`src/rtl/hazard_scoreboard_if.sv`:
```
// ----------------------------------------------------------------------------
// hazard_scoreboard_if
// Bundles the ID-stage request and the pipeline-control response of the
// hazard scoreboard.
//   master : ID stage / bench side (drives the instruction fields, observes
//            the enables, bubble select, busy vector and watchdog flag)
//   slave  : the scoreboard itself
// Optional build macro: HAZARD_PERF_EN adds the stall_cycles / flush_cycles
// performance counters.
// ----------------------------------------------------------------------------
interface hazard_scoreboard_if #(
    parameter int REG_ADDR_W = 5,
    parameter int NUM_REGS   = 32,
    parameter int CW         = 3
);
    // ID-stage request
    logic                  issue_validD;
    logic [REG_ADDR_W-1:0] rs_addrD;
    logic [REG_ADDR_W-1:0] rt_addrD;
    logic                  uses_rsD;
    logic                  uses_rtD;
    logic                  dest_wrD;
    logic [REG_ADDR_W-1:0] dest_addrD;
    logic [CW-1:0]         lat_D;
    logic                  pc_src;
    logic                  jumpD;

    // Pipeline-control response
    logic                  pc_enable;
    logic                  instr_enable;
    logic                  control_mux;
    logic [NUM_REGS-1:0]   busy_vec;
    logic                  stall_timeout;
`ifdef HAZARD_PERF_EN
    logic [31:0]           stall_cycles;
    logic [31:0]           flush_cycles;
`endif

    modport master (
        output issue_validD, rs_addrD, rt_addrD, uses_rsD, uses_rtD,
               dest_wrD, dest_addrD, lat_D, pc_src, jumpD,
        input  pc_enable, instr_enable, control_mux, busy_vec, stall_timeout
`ifdef HAZARD_PERF_EN
        , input stall_cycles, flush_cycles
`endif
    );

    modport slave (
        input  issue_validD, rs_addrD, rt_addrD, uses_rsD, uses_rtD,
               dest_wrD, dest_addrD, lat_D, pc_src, jumpD,
        output pc_enable, instr_enable, control_mux, busy_vec, stall_timeout
`ifdef HAZARD_PERF_EN
        , output stall_cycles, flush_cycles
`endif
    );
endinterface

```
`src/rtl/hazard_scoreboard.sv`:
```
// ----------------------------------------------------------------------------
// hazard_scoreboard
// Per-register latency scoreboard beside the ID stage. Each architectural
// register (except r0) has a countdown of cycles until its pending result is
// forwardable. An ID instruction reading a busy register stalls PC and IF/ID
// and injects a bubble into ID/EX; a taken branch or jump without a hazard
// flushes by injecting a bubble while letting the front end advance.
// A watchdog raises a sticky flag after STALL_LIMIT consecutive stall cycles.
//
// Ports:
//   clk    : clock
//   rst_n  : synchronous active-low reset
//   bus    : hazard_scoreboard_if.slave (ID request in, control out)
//
// Optional build macro: HAZARD_PERF_EN adds saturating 32-bit counters of
// stall cycles and flush cycles on the interface.
// ----------------------------------------------------------------------------
module hazard_scoreboard #(
    parameter int REG_ADDR_W  = 5,
    parameter int NUM_REGS    = 32,
    parameter int MAX_LAT     = 7,
    parameter int STALL_LIMIT = 64
) (
    input  logic                  clk,
    input  logic                  rst_n,
    hazard_scoreboard_if.slave    bus
);
    localparam int CW    = $clog2(MAX_LAT + 1);
    localparam int RUN_W = $clog2(STALL_LIMIT + 1);

    localparam logic [CW-1:0]    CNT_ZERO  = {CW{1'b0}};
    localparam logic [CW-1:0]    CNT_ONE   = CW'(1);
    localparam logic [CW-1:0]    LAT_MAX   = CW'(MAX_LAT);
    localparam logic [RUN_W-1:0] RUN_ZERO  = {RUN_W{1'b0}};
    localparam logic [RUN_W-1:0] RUN_ONE   = RUN_W'(1);
    localparam logic [RUN_W-1:0] RUN_LIMIT = RUN_W'(STALL_LIMIT);

    logic [CW-1:0]       cnt_r [NUM_REGS];
    logic [RUN_W-1:0]    run_r;
    logic                timeout_r;

    logic                rs_busy_s;
    logic                rt_busy_s;
    logic                hazard_s;
    logic                flush_s;
    logic                issue_s;
    logic [CW-1:0]       lat_clamp_s;
    logic [RUN_W-1:0]    run_nxt_s;
    logic [NUM_REGS-1:0] busy_s;
    logic                pc_en_s;
    logic                instr_en_s;
    logic                ctrl_mux_s;

    // Hazard detection against the counters as they stand before this edge,
    // so a source equal to the destination sees the old entry.
    always_comb begin
        rs_busy_s = bus.uses_rsD && (cnt_r[bus.rs_addrD] != CNT_ZERO);
        rt_busy_s = bus.uses_rtD && (cnt_r[bus.rt_addrD] != CNT_ZERO);
        hazard_s  = bus.issue_validD && (rs_busy_s || rt_busy_s);
        flush_s   = bus.pc_src || bus.jumpD;
        issue_s   = bus.issue_validD && !hazard_s && bus.dest_wrD &&
                    (bus.dest_addrD != {REG_ADDR_W{1'b0}}) &&
                    (bus.lat_D != CNT_ZERO);
    end

    // Latency clamp: producers slower than MAX_LAT are tracked as MAX_LAT.
    always_comb begin
        if (bus.lat_D > LAT_MAX) begin
            lat_clamp_s = LAT_MAX;
        end else begin
            lat_clamp_s = bus.lat_D;
        end
    end

    // Pipeline control priority: stall beats flush beats normal flow.
    always_comb begin
        pc_en_s    = 1'b1;
        instr_en_s = 1'b1;
        ctrl_mux_s = 1'b1;
        if (hazard_s) begin
            pc_en_s    = 1'b0;
            instr_en_s = 1'b0;
            ctrl_mux_s = 1'b0;
        end else if (flush_s) begin
            ctrl_mux_s = 1'b0;
        end else begin
            ctrl_mux_s = 1'b1;
        end
    end

    // Busy vector straight from the counters; r0 is never busy.
    always_comb begin
        busy_s = {NUM_REGS{1'b0}};
        for (int r = 1; r < NUM_REGS; r++) begin
            busy_s[r] = (cnt_r[r] != CNT_ZERO);
        end
    end

    // Countdown table: a new issue overwrites (write-after-write and same-cycle
    // decrement both resolve to the new latency); otherwise count down to 0.
    always_ff @(posedge clk) begin
        for (int r = 0; r < NUM_REGS; r++) begin
            if (!rst_n || (r == 0)) begin
                cnt_r[r] <= CNT_ZERO;
            end else if (issue_s && (bus.dest_addrD == REG_ADDR_W'(r))) begin
                cnt_r[r] <= lat_clamp_s;
            end else if (cnt_r[r] != CNT_ZERO) begin
                cnt_r[r] <= cnt_r[r] - CNT_ONE;
            end else begin
                cnt_r[r] <= cnt_r[r];
            end
        end
    end

    // Next value of the consecutive-stall run length, saturating at the limit.
    always_comb begin
        if (!hazard_s) begin
            run_nxt_s = RUN_ZERO;
        end else if (run_r == RUN_LIMIT) begin
            run_nxt_s = run_r;
        end else begin
            run_nxt_s = run_r + RUN_ONE;
        end
    end

    // Watchdog run counter and sticky timeout flag.
    always_ff @(posedge clk) begin
        if (!rst_n) begin
            run_r     <= RUN_ZERO;
            timeout_r <= 1'b0;
        end else begin
            run_r     <= run_nxt_s;
            timeout_r <= timeout_r || (run_nxt_s == RUN_LIMIT);
        end
    end

`ifdef HAZARD_PERF_EN
    logic [31:0] stall_cnt_r;
    logic [31:0] flush_cnt_r;

    // Saturating counters of stall cycles and flush-only cycles.
    always_ff @(posedge clk) begin
        if (!rst_n) begin
            stall_cnt_r <= 32'h0000_0000;
            flush_cnt_r <= 32'h0000_0000;
        end else begin
            if (hazard_s && (stall_cnt_r != 32'hFFFF_FFFF)) begin
                stall_cnt_r <= stall_cnt_r + 32'h0000_0001;
            end
            if (!hazard_s && flush_s && (flush_cnt_r != 32'hFFFF_FFFF)) begin
                flush_cnt_r <= flush_cnt_r + 32'h0000_0001;
            end
        end
    end

    assign bus.stall_cycles = stall_cnt_r;
    assign bus.flush_cycles = flush_cnt_r;
`endif

    assign bus.pc_enable     = pc_en_s;
    assign bus.instr_enable  = instr_en_s;
    assign bus.control_mux   = ctrl_mux_s;
    assign bus.busy_vec      = busy_s;
    assign bus.stall_timeout = timeout_r;

endmodule

```
`src/flat_wrapper.sv`:
```
// flat-port wrapper written by rule: the top's interface ports become plain ports
module hazard_scoreboard_flat 
#(
    parameter int REG_ADDR_W  = 5,
    parameter int NUM_REGS    = 32,
    parameter int MAX_LAT     = 7,
    parameter int STALL_LIMIT = 64
)
  (clk, rst_n, bus_issue_validD, bus_rs_addrD, bus_rt_addrD, bus_uses_rsD, bus_uses_rtD, bus_dest_wrD, bus_dest_addrD, bus_lat_D, bus_pc_src, bus_jumpD, bus_pc_enable, bus_instr_enable, bus_control_mux, bus_busy_vec, bus_stall_timeout);
  hazard_scoreboard_if #(.REG_ADDR_W(REG_ADDR_W), .NUM_REGS(NUM_REGS), .CW(($clog2(MAX_LAT + 1)))) bus_i ();
  input  logic clk;
  input  logic rst_n;
  input wire logic [$bits(bus_i.issue_validD)-1:0] bus_issue_validD;
  input wire logic [$bits(bus_i.rs_addrD)-1:0] bus_rs_addrD;
  input wire logic [$bits(bus_i.rt_addrD)-1:0] bus_rt_addrD;
  input wire logic [$bits(bus_i.uses_rsD)-1:0] bus_uses_rsD;
  input wire logic [$bits(bus_i.uses_rtD)-1:0] bus_uses_rtD;
  input wire logic [$bits(bus_i.dest_wrD)-1:0] bus_dest_wrD;
  input wire logic [$bits(bus_i.dest_addrD)-1:0] bus_dest_addrD;
  input wire logic [$bits(bus_i.lat_D)-1:0] bus_lat_D;
  input wire logic [$bits(bus_i.pc_src)-1:0] bus_pc_src;
  input wire logic [$bits(bus_i.jumpD)-1:0] bus_jumpD;
  output wire logic [$bits(bus_i.pc_enable)-1:0] bus_pc_enable;
  output wire logic [$bits(bus_i.instr_enable)-1:0] bus_instr_enable;
  output wire logic [$bits(bus_i.control_mux)-1:0] bus_control_mux;
  output wire logic [$bits(bus_i.busy_vec)-1:0] bus_busy_vec;
  output wire logic [$bits(bus_i.stall_timeout)-1:0] bus_stall_timeout;
  assign bus_i.issue_validD = bus_issue_validD;
  assign bus_i.rs_addrD = bus_rs_addrD;
  assign bus_i.rt_addrD = bus_rt_addrD;
  assign bus_i.uses_rsD = bus_uses_rsD;
  assign bus_i.uses_rtD = bus_uses_rtD;
  assign bus_i.dest_wrD = bus_dest_wrD;
  assign bus_i.dest_addrD = bus_dest_addrD;
  assign bus_i.lat_D = bus_lat_D;
  assign bus_i.pc_src = bus_pc_src;
  assign bus_i.jumpD = bus_jumpD;
  assign bus_pc_enable = bus_i.pc_enable;
  assign bus_instr_enable = bus_i.instr_enable;
  assign bus_control_mux = bus_i.control_mux;
  assign bus_busy_vec = bus_i.busy_vec;
  assign bus_stall_timeout = bus_i.stall_timeout;
  hazard_scoreboard #(.REG_ADDR_W(REG_ADDR_W), .NUM_REGS(NUM_REGS), .MAX_LAT(MAX_LAT), .STALL_LIMIT(STALL_LIMIT)) u_core (.clk(clk), .rst_n(rst_n), .bus(bus_i));
endmodule
```
`config.mk`:
```
export PLATFORM = sky130hd
export DESIGN_NAME = hazard_scoreboard_flat
export DESIGN_NICKNAME = d
export VERILOG_FILES = /design/src/rtl/hazard_scoreboard_if.sv /design/src/rtl/hazard_scoreboard.sv /design/src/flat_wrapper.sv
export SDC_FILE = /design/constraint.sdc
export NUM_CORES = 1
export LEC_CHECK = 0
export ABC_AREA = 1
export CORE_ASPECT_RATIO = 0.9
export CORE_MARGIN = 3
export CORE_UTILIZATION = 45
export CTS_BUF_LIST = sky130_fd_sc_hd__clkbuf_4
export DETAILED_ROUTE_END_ITERATION = 8
export HOLD_SLACK_MARGIN = 0.08
export PLACE_DENSITY = 0.72
export SYNTH_ARGS = -nofsm -noshare
export SYNTH_HDL_FRONTEND = slang
export SYNTH_SLANG_ARGS = --single-unit
```
`constraint.sdc`:
```
create_clock -name clk -period 4.8 [get_ports clk]
set_input_delay 0.96 -clock clk [delete_from_list [all_inputs] [get_ports clk]]
set_output_delay 0.96 -clock clk [all_outputs]
set_load 0.05 [all_outputs]
```
==> results of run 1 <==
## worst max path at each step
| stage | to | slack [ps] | cells after the start |
|---|---|---|---|
| finish | bus_control_mux | 270 | 15 |
| global route | bus_control_mux | 110 | 15 |
| CTS | bus_control_mux | 280 | 15 |
| detailed placement | bus_control_mux | 290 | 15 |
| global placement | bus_control_mux | 380 | 15 |
| floorplan | bus_control_mux | 320 | 16 |
## routing by layer
| layer | vias up | share of wire | global-route usage | wire [microns] |
|---|---|---|---|---|
| li1 | 3929 | - | - | - |
| met1 | 3568 | 0.46 | 0.309 | 10500 |
| met2 | 283 | 0.44 | 0.322 | 10000 |
| met3 | 28 | 0.082 | 0.0395 | 1880 |
| met4 | 0 | 0.019 | 0.0544 | 423 |
| met5 | - | 0 | 0 | 0 |
## flip-flops by register name (all words and copies together), names as in the netlist
name / cells
u_core.run_r: 7
u_core.bus.stall_timeout: 1
u_core.cnt_r: 93
## synth_stat cells, drive strengths merged, types with 8 or more instances
cell type	instances
nand3	158
nor2	108
nand2	237
nand4	160
dfxtp	8
edfxtp	93
ha	64
buf	36
a21oi	10
inv	209
xor2	34
clkbuf	17
## through the flow
stage	cell area [sq um]	total power, W	utilization	setup WS [ps]	hold WS (ps)
after floorplan	8950	0.00405	-	319	527
after global placement	9660	0.00487	0.499	384	458
after detailed placement	9660	0.00493	0.499	287	462
after CTS	9780	0.00540	0.506	284	485
after global routing	9780	0.00585	0.506	112	516
final	9790	0.00538	0.506	272	479
## power breakdown
group          internal (W)  leakage, nW  switching (W)  total [W]
Clock              0.000121       0.0775       0.000338   0.000458
Combinational       0.00105         3.36        0.00221    0.00325
Sequential          0.00147         1.10       0.000206    0.00167
Total               0.00263         4.53        0.00275    0.00538
## cell type report
cell class	count	area (sq um)	area share
timing repair buffer	75	716	0.0731
multi-input combinational	784	4890	0.499
tap	250	313	0.0320
inverter	209	787	0.0804
antenna	1	2.50	0.000256
clock inverter	7	61.3	0.00626
sequential	101	2950	0.302
clock buffer	9	67.6	0.00690
## cells by family after synthesis
kind of cell    after synthesis  synth area share
simple gates                670             0.410
buf+inv                     262             0.126
flops                       101             0.330
fa+ha+maj                    64            0.0894
xor+xnor                     35            0.0342
compound gates               14           0.00978
other cells                   1          0.000419
## critical path: stages
cell	delay [ps]
clkdlybuf4s50_1	800
inv_2	110
nor2_2	240
buf_4	220
nand2_1	60
nand4_1	80
nand3_1	80
nand3_1	80
nand2_1	100
nand3_4	80
nand2_1	90
nand2_1	130
inv_2	70
nor3_1	270
buf_12	180
==> out/metrics.cfg, run 1 <==
[power_and_ir_drop]
power.leakage_nw = 4.53
power_density_nw_per_um2 = 550
vdd_drop_max_mv = 0.417

[floorplanning]
io_pins = 62
start_util = 0.463
rows = 48
core_sq_um = 19300
die_x_microns = 155
die_h_microns = 140
die-area_sq_um = 21600

[clocking]
clk_pin_slew_ps = 180
clk_latency_ps = 510
h-tree-depth = 3
clockRootBuffer = clkbuf_4
clockBufferDepth = 2
cts.sinks = 101
cts_setup_buffers = 0
cts_resized = 0
cts_buffers = 9
ctsHoldBuffers = 0
cts_tree = yes

[drt]
wl_per_cell_microns = 15.9
vias = 7808
via_per_inst = 5.44
finalWirelength_microns = 22800
postRouteAntennaNets = 0
dr.first_iter.drc_count = 717
firstDrtPassIters = 5
drc = 0

[placed_design]
placed_cells_incl_taps = 1419
io_buffers = 60
gp_congestion = 0.944
dp_hpwl_microns = 17600

[sta]
slew_violations = 0
worst_pin_slew_ps = 866
grt_setup_unrepaired = no
relSlewSlack = 0.423
fin_tns_setup_ps = 0
period_minus_slack_ps = 4530
max_freq_mhz = 221
setup_viol = 0
clock_skew_ps = 30.7
hold_viol = 0
period_share = 0.943

[grt]
grt_pass1_wl_microns = 36900
grt_pass1_vias = 7045
gr-usage-all-layers = 0.211
antenna_found_initial = 0
grt_start_max_net_pins = 87
grt_overflow = 0

[min_path]
hold_depth = 2
whs_endpoint = u_core.bus.stall_timeout
hp-class = register to register
min_from = u_core.bus.stall_timeout

[synth]
async_flop_share = 0
yosysWarningCount = 0
synth_top_cell_by_area = edfxtp_1
netlist_instances = 1147
syn_avg_cell_area_sq_um = 7.81
synthFlopType = edfxtp_1
synth_cell_type_count = 35
ys_ff_latch = 101
synth_top_area_frac = 0.312
synth_seq_area_share = 0.330
synth_edf_count = 93
synth_area_leaders = edfxtp_1 (31%), nand2_1 (9.8%), nand4_1 (9.0%)
synth.cell_area_sq_um = 8950
syn_nets = 1237

[layout]
areaGrowthSynthToFinish_pct = 9.32
drive_above_1_share = 0.104
final_common_cell = nand2_1
fin_nets = 1270
n_fill_cell = 1894
instances_no_fill = 1436
final_cell_mix = nand2_1 (233), inv_1 (171), nand3_1 (153)

[setup_path]
critPathMaxFanout = 8
cp-end-kind = primary output
rr_worst_depth = 10
r2r_start = u_core.cnt_r[7][1]
crit_start = bus_rs_addrD[1]
cp.arrival_ps = 3570
crit_path_start_kind = input pin
reg2reg_setup_slack_ps = 1910
path_class = input pin to primary output
required_ps = 3840
reg2reg_to = u_core.cnt_r[16][2]

[flow_run]
max_cap_viol_count = 0

[status]
run_status = completed

No activity file was read; power rests on OpenSTA's default activity.
==> run 2, diff against run 1 <==
Settings changed: CELL_PAD_IN_SITES_DETAIL_PLACEMENT set to 0, CELL_PAD_IN_SITES_GLOBAL_PLACEMENT set to 1, PLACE_DENSITY 0.72 to 0.81.
==> out/metrics.cfg, run 2 (synthesis gave the netlist of run 1 again) <==
[status]
run_status = completed

[clocking]
clk_pin_slew_ps = 180  ; about the same
clockRootBuffer = clkbuf_4
cts.sinks = 101  ; unchanged
ctsHoldBuffers = 0  ; unchanged
cts_resized = 0  ; unchanged
h-tree-depth = 3  ; unchanged
cts_buffers = 9  ; unchanged
cts_tree = yes
clockBufferDepth = 2  ; unchanged
cts_setup_buffers = 0  ; unchanged
clk_latency_ps = 510  ; about the same

[grt]
antenna_found_initial = 1  ; +1
grt_overflow = 0  ; unchanged
grt_start_max_net_pins = 90  ; +3.4%
grt_pass1_vias = 7012  ; -0.47%
grt_pass1_wl_microns = 37900  ; +2.8%
gr-usage-all-layers = 0.221  ; +0.00930

[placed_design]
place_ws_ps = 450  ; +162 ps
dp_hpwl_microns = 18300  ; +4.0%
io_buffers = 60  ; unchanged
gp_congestion = 0.891  ; -5.5%
placed_cells_incl_taps = 1419  ; unchanged

[sta]
worst_pin_slew_ps = 875  ; +8.72 ps
slew_violations = 0  ; unchanged
period_minus_slack_ps = 4350  ; -174 ps
clock_skew_ps = 24.3  ; -6.37 ps
max_freq_mhz = 230  ; +4.0%
relSlewSlack = 0.417  ; -0.00581
fin_tns_setup_ps = 0  ; unchanged
period_share = 0.907  ; -0.0362
grt_setup_unrepaired = no
hold_viol = 0  ; unchanged
fin_ws_ps = 446  ; +174 ps
setup_viol = 0  ; unchanged

[drt]
firstDrtPassIters = 5  ; unchanged
dr.first_iter.drc_count = 585  ; -18%
drc = 0  ; unchanged
postRouteAntennaNets = 0  ; unchanged
via_per_inst = 5.38  ; -1.1%
vias = 7743  ; -0.83%
finalWirelength_microns = 24000  ; +5.4%
wl_per_cell_microns = 16.7  ; +5.1%

[flow_run]
max_cap_viol_count = 0  ; unchanged

[setup_path]
path_class = input pin to primary output
worst-path-buf-inv = 5  ; unchanged
crit_path_frequent_cell = nand2_1
crit_path_start_kind = input pin
critPathMaxStageDelay_ps = 730  ; -70 ps
cp.arrival_ps = 3390  ; -180 ps
cp_cell_sequence = clkdlybuf4s50_1 > inv_2 > nor2_2 > buf_4 > nand2_1 > nand2_1 > nor2_1 > nor2_2 > nand3_1 > nand2_1 > nand2_2 > nand3_4 > nand2_1 > nand2_1 > inv_2 > nor3_1 > buf_12
required_ps = 3840  ; about the same
critPathMaxFanout = 12  ; +4
crit_family = buffers and inverters
r2r_start = u_core.cnt_r[5][0]
crit_slowest_cell = clkdlybuf4s50_1
cp-end-kind = primary output
crit_start = bus_rs_addrD[1]

[min_path]
hp-class = register to register
min_from = u_core.bus.stall_timeout

[layout]
instances_no_fill = 1440  ; +0.28%
final_cell_mix = nand2_1 (233), inv_1 (171), nand3_1 (153)
fin_nets = 1270  ; unchanged
areaGrowthSynthToFinish_pct = 9.73
drive_above_1_share = 0.104  ; unchanged
final_common_cell = nand2_1
largest_reg_flops = 93  ; unchanged
regMostFlops = u_core.cnt_r
utilization = 0.508  ; +0.00188

[floorplanning]
core_sq_um = 19300  ; unchanged
rows = 48  ; unchanged
start_util = 0.463  ; unchanged
die_h_microns = 140  ; unchanged
io_pins = 62  ; unchanged
die_x_microns = 155  ; unchanged
die-area_sq_um = 21600  ; unchanged

[power_and_ir_drop]
power.leakage_nw = 4.54  ; +0.21%
finalPower_w = 0.00545  ; +1.1%
power_density_nw_per_um2 = 554  ; +0.75%
vdd_drop_max_mv = 0.433  ; +4.0%

run 2: changes by cell type in the layout (fill, tap and decap cells not counted), sizes merged:
cell | previous run | this run
inv | 216 | 213
diode | 1 | 5
bufinv | 0 | 1
clkinv | 0 | 1
clkbuf | 9 | 10
run 2: layout make-up:
type,count,area [sq um]
repair buffers,75,728
inverters,209,787
well taps,250,313
fillers,1936,9520
multi-input cells,784,4890
clock buffers,10,75.1
clock inverters,6,67.6
flip-flops and latches,101,2950
diodes,5,12.5
run 2: tightest hold or removal path: stages, from the launching register on:
cell and delay, ps:
dfxtp_1 350, nand2_1 60, o21ai_1 60
run 2: per-layer routing:
layer  vias to the layer above  part of all wire  global-route usage
li1                       3913                 -                   -
met1                      3578              0.47               0.320
met2                       226              0.45               0.344
met3                        26             0.058              0.0361
met4                         0             0.018              0.0548
met5                         -                 0                   0
run 2: worst paths after layout:
kind,endpoint,slack (ps),cells after the start
setup / recovery,bus_control_mux,450,17
hold / removal,u_core.bus.stall_timeout,490,2
setup reg to reg,u_core.cnt_r[16][1],1790,10
hold reg to reg,u_core.bus.stall_timeout,490,2
run 2: metrics by stage:
step           area [sq um]  hold slack [ps]
2_1_floorplan          8950              527
6_report               9820              488
3_5_place_dp           9670              477
3_3_place_gp           9670              449
4_1_cts                9810              499
5_1_grt                9820              519
run 2: where the power goes:
part / internal (W) / switching, W
combinational: 0.00105 / 0.00223
sequential: 0.00147 / 0.000200
clock: 0.000170 / 0.000328
==> run 3, diff against run 2 <==
Settings changed: CORE_UTILIZATION 45 to 50, PLACE_DENSITY 0.81 to 0.89.
==> out/metrics.cfg, run 3 (synthesis gave the netlist of run 1 again) <==
[drt]
via_per_inst = 5.51  ; +2.4%
postRouteAntennaNets = 0  ; unchanged
drc = 0  ; unchanged
vias = 7818  ; +0.97%
finalWirelength_microns = 23100  ; -3.8%
dr.first_iter.drc_count = 595  ; +1.7%
wl_per_cell_microns = 16.3  ; -2.5%
firstDrtPassIters = 5  ; unchanged

[layout]
areaGrowthSynthToFinish_pct = 9.57
final_cell_mix = nand2_1 (233), inv_1 (171), nand3_1 (153)
drive_above_1_share = 0.103  ; -0.000757
final_common_cell = nand2_1
largest_reg_flops = 93  ; unchanged
fin_nets = 1269  ; -0.079%
regMostFlops = u_core.cnt_r

[sta]
worst_pin_slew_ps = 851  ; -23.6 ps
hold_viol = 0  ; unchanged
slew_violations = 0  ; unchanged
max_freq_mhz = 232  ; +0.84%
relSlewSlack = 0.433  ; +0.0157
whs_ps = 482  ; -6.25 ps
clock_skew_ps = 20.3  ; -3.98 ps
fin_tns_setup_ps = 0  ; unchanged
grt_setup_unrepaired = no
period_minus_slack_ps = 4320  ; -36.4 ps
setup_viol = 0  ; unchanged
period_share = 0.900  ; -0.00759

[power_and_ir_drop]
power.leakage_nw = 4.55  ; +0.10%
power_density_nw_per_um2 = 558  ; +0.74%
finalPower_w = 0.00548  ; +0.60%
vdd_drop_max_mv = 0.438  ; +1.0%

[clocking]
clk_pin_slew_ps = 170  ; about the same
clockRootBuffer = clkbuf_4
cts_tree = yes
clockBufferDepth = 2  ; unchanged
cts_setup_buffers = 0  ; unchanged
cts.sinks = 101  ; unchanged
cts_resized = 0  ; unchanged
cts_buffers = 9  ; unchanged
h-tree-depth = 3  ; unchanged
ctsHoldBuffers = 0  ; unchanged
clk_latency_ps = 500  ; about the same

[placed_design]
gp_congestion = 0.927  ; +4.0%
dp_hpwl_microns = 17400  ; -5.0%
io_buffers = 60  ; unchanged

[setup_path]
worst-path-buf-inv = 4  ; -1
crit_path_frequent_cell = nand3_1
crit_family = buffers and inverters
crit_cells = 14  ; -3
path_class = input pin to primary output
cp-end-kind = primary output
critPathMaxStageDelay_ps = 670  ; -60 ps
r2r_start = u_core.cnt_r[5][1]
rr_worst_depth = 12  ; +2
crit_path_start_kind = input pin
crit_slowest_cell = clkdlybuf4s50_1
cp.arrival_ps = 3360  ; -30 ps
reg2reg_to = u_core.cnt_r[22][2]
critPathMaxFanout = 10  ; -2
cp_cell_sequence = clkdlybuf4s50_1 > buf_4 > nor2_1 > nand2_1 > nand3_1 > nand3_1 > nand3_1 > nand3_1 > nand3_4 > nand2_1 > nand2_1 > inv_2 > nor3_1 > buf_12
required_ps = 3840  ; about the same
reg2reg_setup_slack_ps = 1790  ; about the same

[min_path]
hp-class = register to register
min_from = u_core.bus.stall_timeout
hold_depth = 2  ; unchanged
whs_endpoint = u_core.bus.stall_timeout

[floorplanning]
die_h_microns = 133  ; -4.9%
core_sq_um = 17200  ; -11%
start_util = 0.520  ; +0.0567
rows = 45  ; -6.3%
die_x_microns = 147  ; -4.9%
io_pins = 62  ; unchanged
die-area_sq_um = 19500  ; -9.6%

[flow_run]
max_cap_viol_count = 0  ; unchanged

[grt]
grt_overflow = 0  ; unchanged
gr-usage-all-layers = 0.238  ; +0.0178
grt_pass1_wl_microns = 37400  ; -1.3%
antenna_found_initial = 0  ; -1
grt_start_max_net_pins = 127  ; +41%
grt_pass1_vias = 6992  ; -0.29%

[status]
run_status = completed

-- run 3: cell count changes in the layout (fill, tap and decap cells not counted), sizes merged --
cell | previous run | this run
bufinv | 1 | 2
buf | 19 | 18
clkinv | 1 | 0
diode | 5 | 1
-- run 3: stage by stage --
step                      cell area [sq um]  setup WS [ps]  utilization  cells
after floorplan                        8950            319            -   1147
after global placement                 9640            532        0.560   1403
after detailed placement               9640            493        0.560   1403
after CTS                              9810            484        0.569   1419
after global routing                   9810            217        0.569   1419
final                                  9810            482        0.569   1420
-- run 3: worst max-delay path by stage --
stage          slack, ps         endpoint            start
2_1_floorplan        320  bus_control_mux  bus_rs_addrD[1]
3_3_place_gp         530  bus_control_mux  bus_rs_addrD[0]
3_5_place_dp         490  bus_control_mux  bus_rs_addrD[0]
4_1_cts              480  bus_control_mux  bus_rs_addrD[0]
5_1_grt              220  bus_control_mux  bus_rt_addrD[0]
6_report             480  bus_control_mux  bus_rt_addrD[0]
-- run 3: worst min-delay path: stages, from the launching register on --
cell and delay, ps:
dfxtp_1 350, nand2_1 60, o21ai_1 50
-- run 3: per-layer routing --
layer | vias to the layer above | wire [microns] | track usage
met5 | - | 0 | 0
met4 | 0 | 537 | 0.0704
met3 | 37 | 1430 | 0.0449
met2 | 213 | 10100 | 0.356
met1 | 3653 | 11100 | 0.352
li1 | 3915 | - | -
-- run 3: final cells by class --
cell class | count | area (sq um)
Fill cell | 1665 | 7420
Clock buffer | 10 | 75.1
Inverter | 209 | 787
Clock inverter | 6 | 90.1
Antenna cell | 1 | 2.50
Sequential cell | 101 | 2950
Tap cell | 235 | 294
Timing Repair Buffer | 74 | 721
Multi-Input combinational cell | 784 | 4890
-- run 3: report_power, final --
group / switching (W) / total (W) / internal [W]
Sequential: 0.000201 / 0.00167 / 0.00147
Combinational: 0.00222 / 0.00327 / 0.00105
Clock: 0.000315 / 0.000537 / 0.000222
Total: 0.00274 / 0.00548 / 0.00274
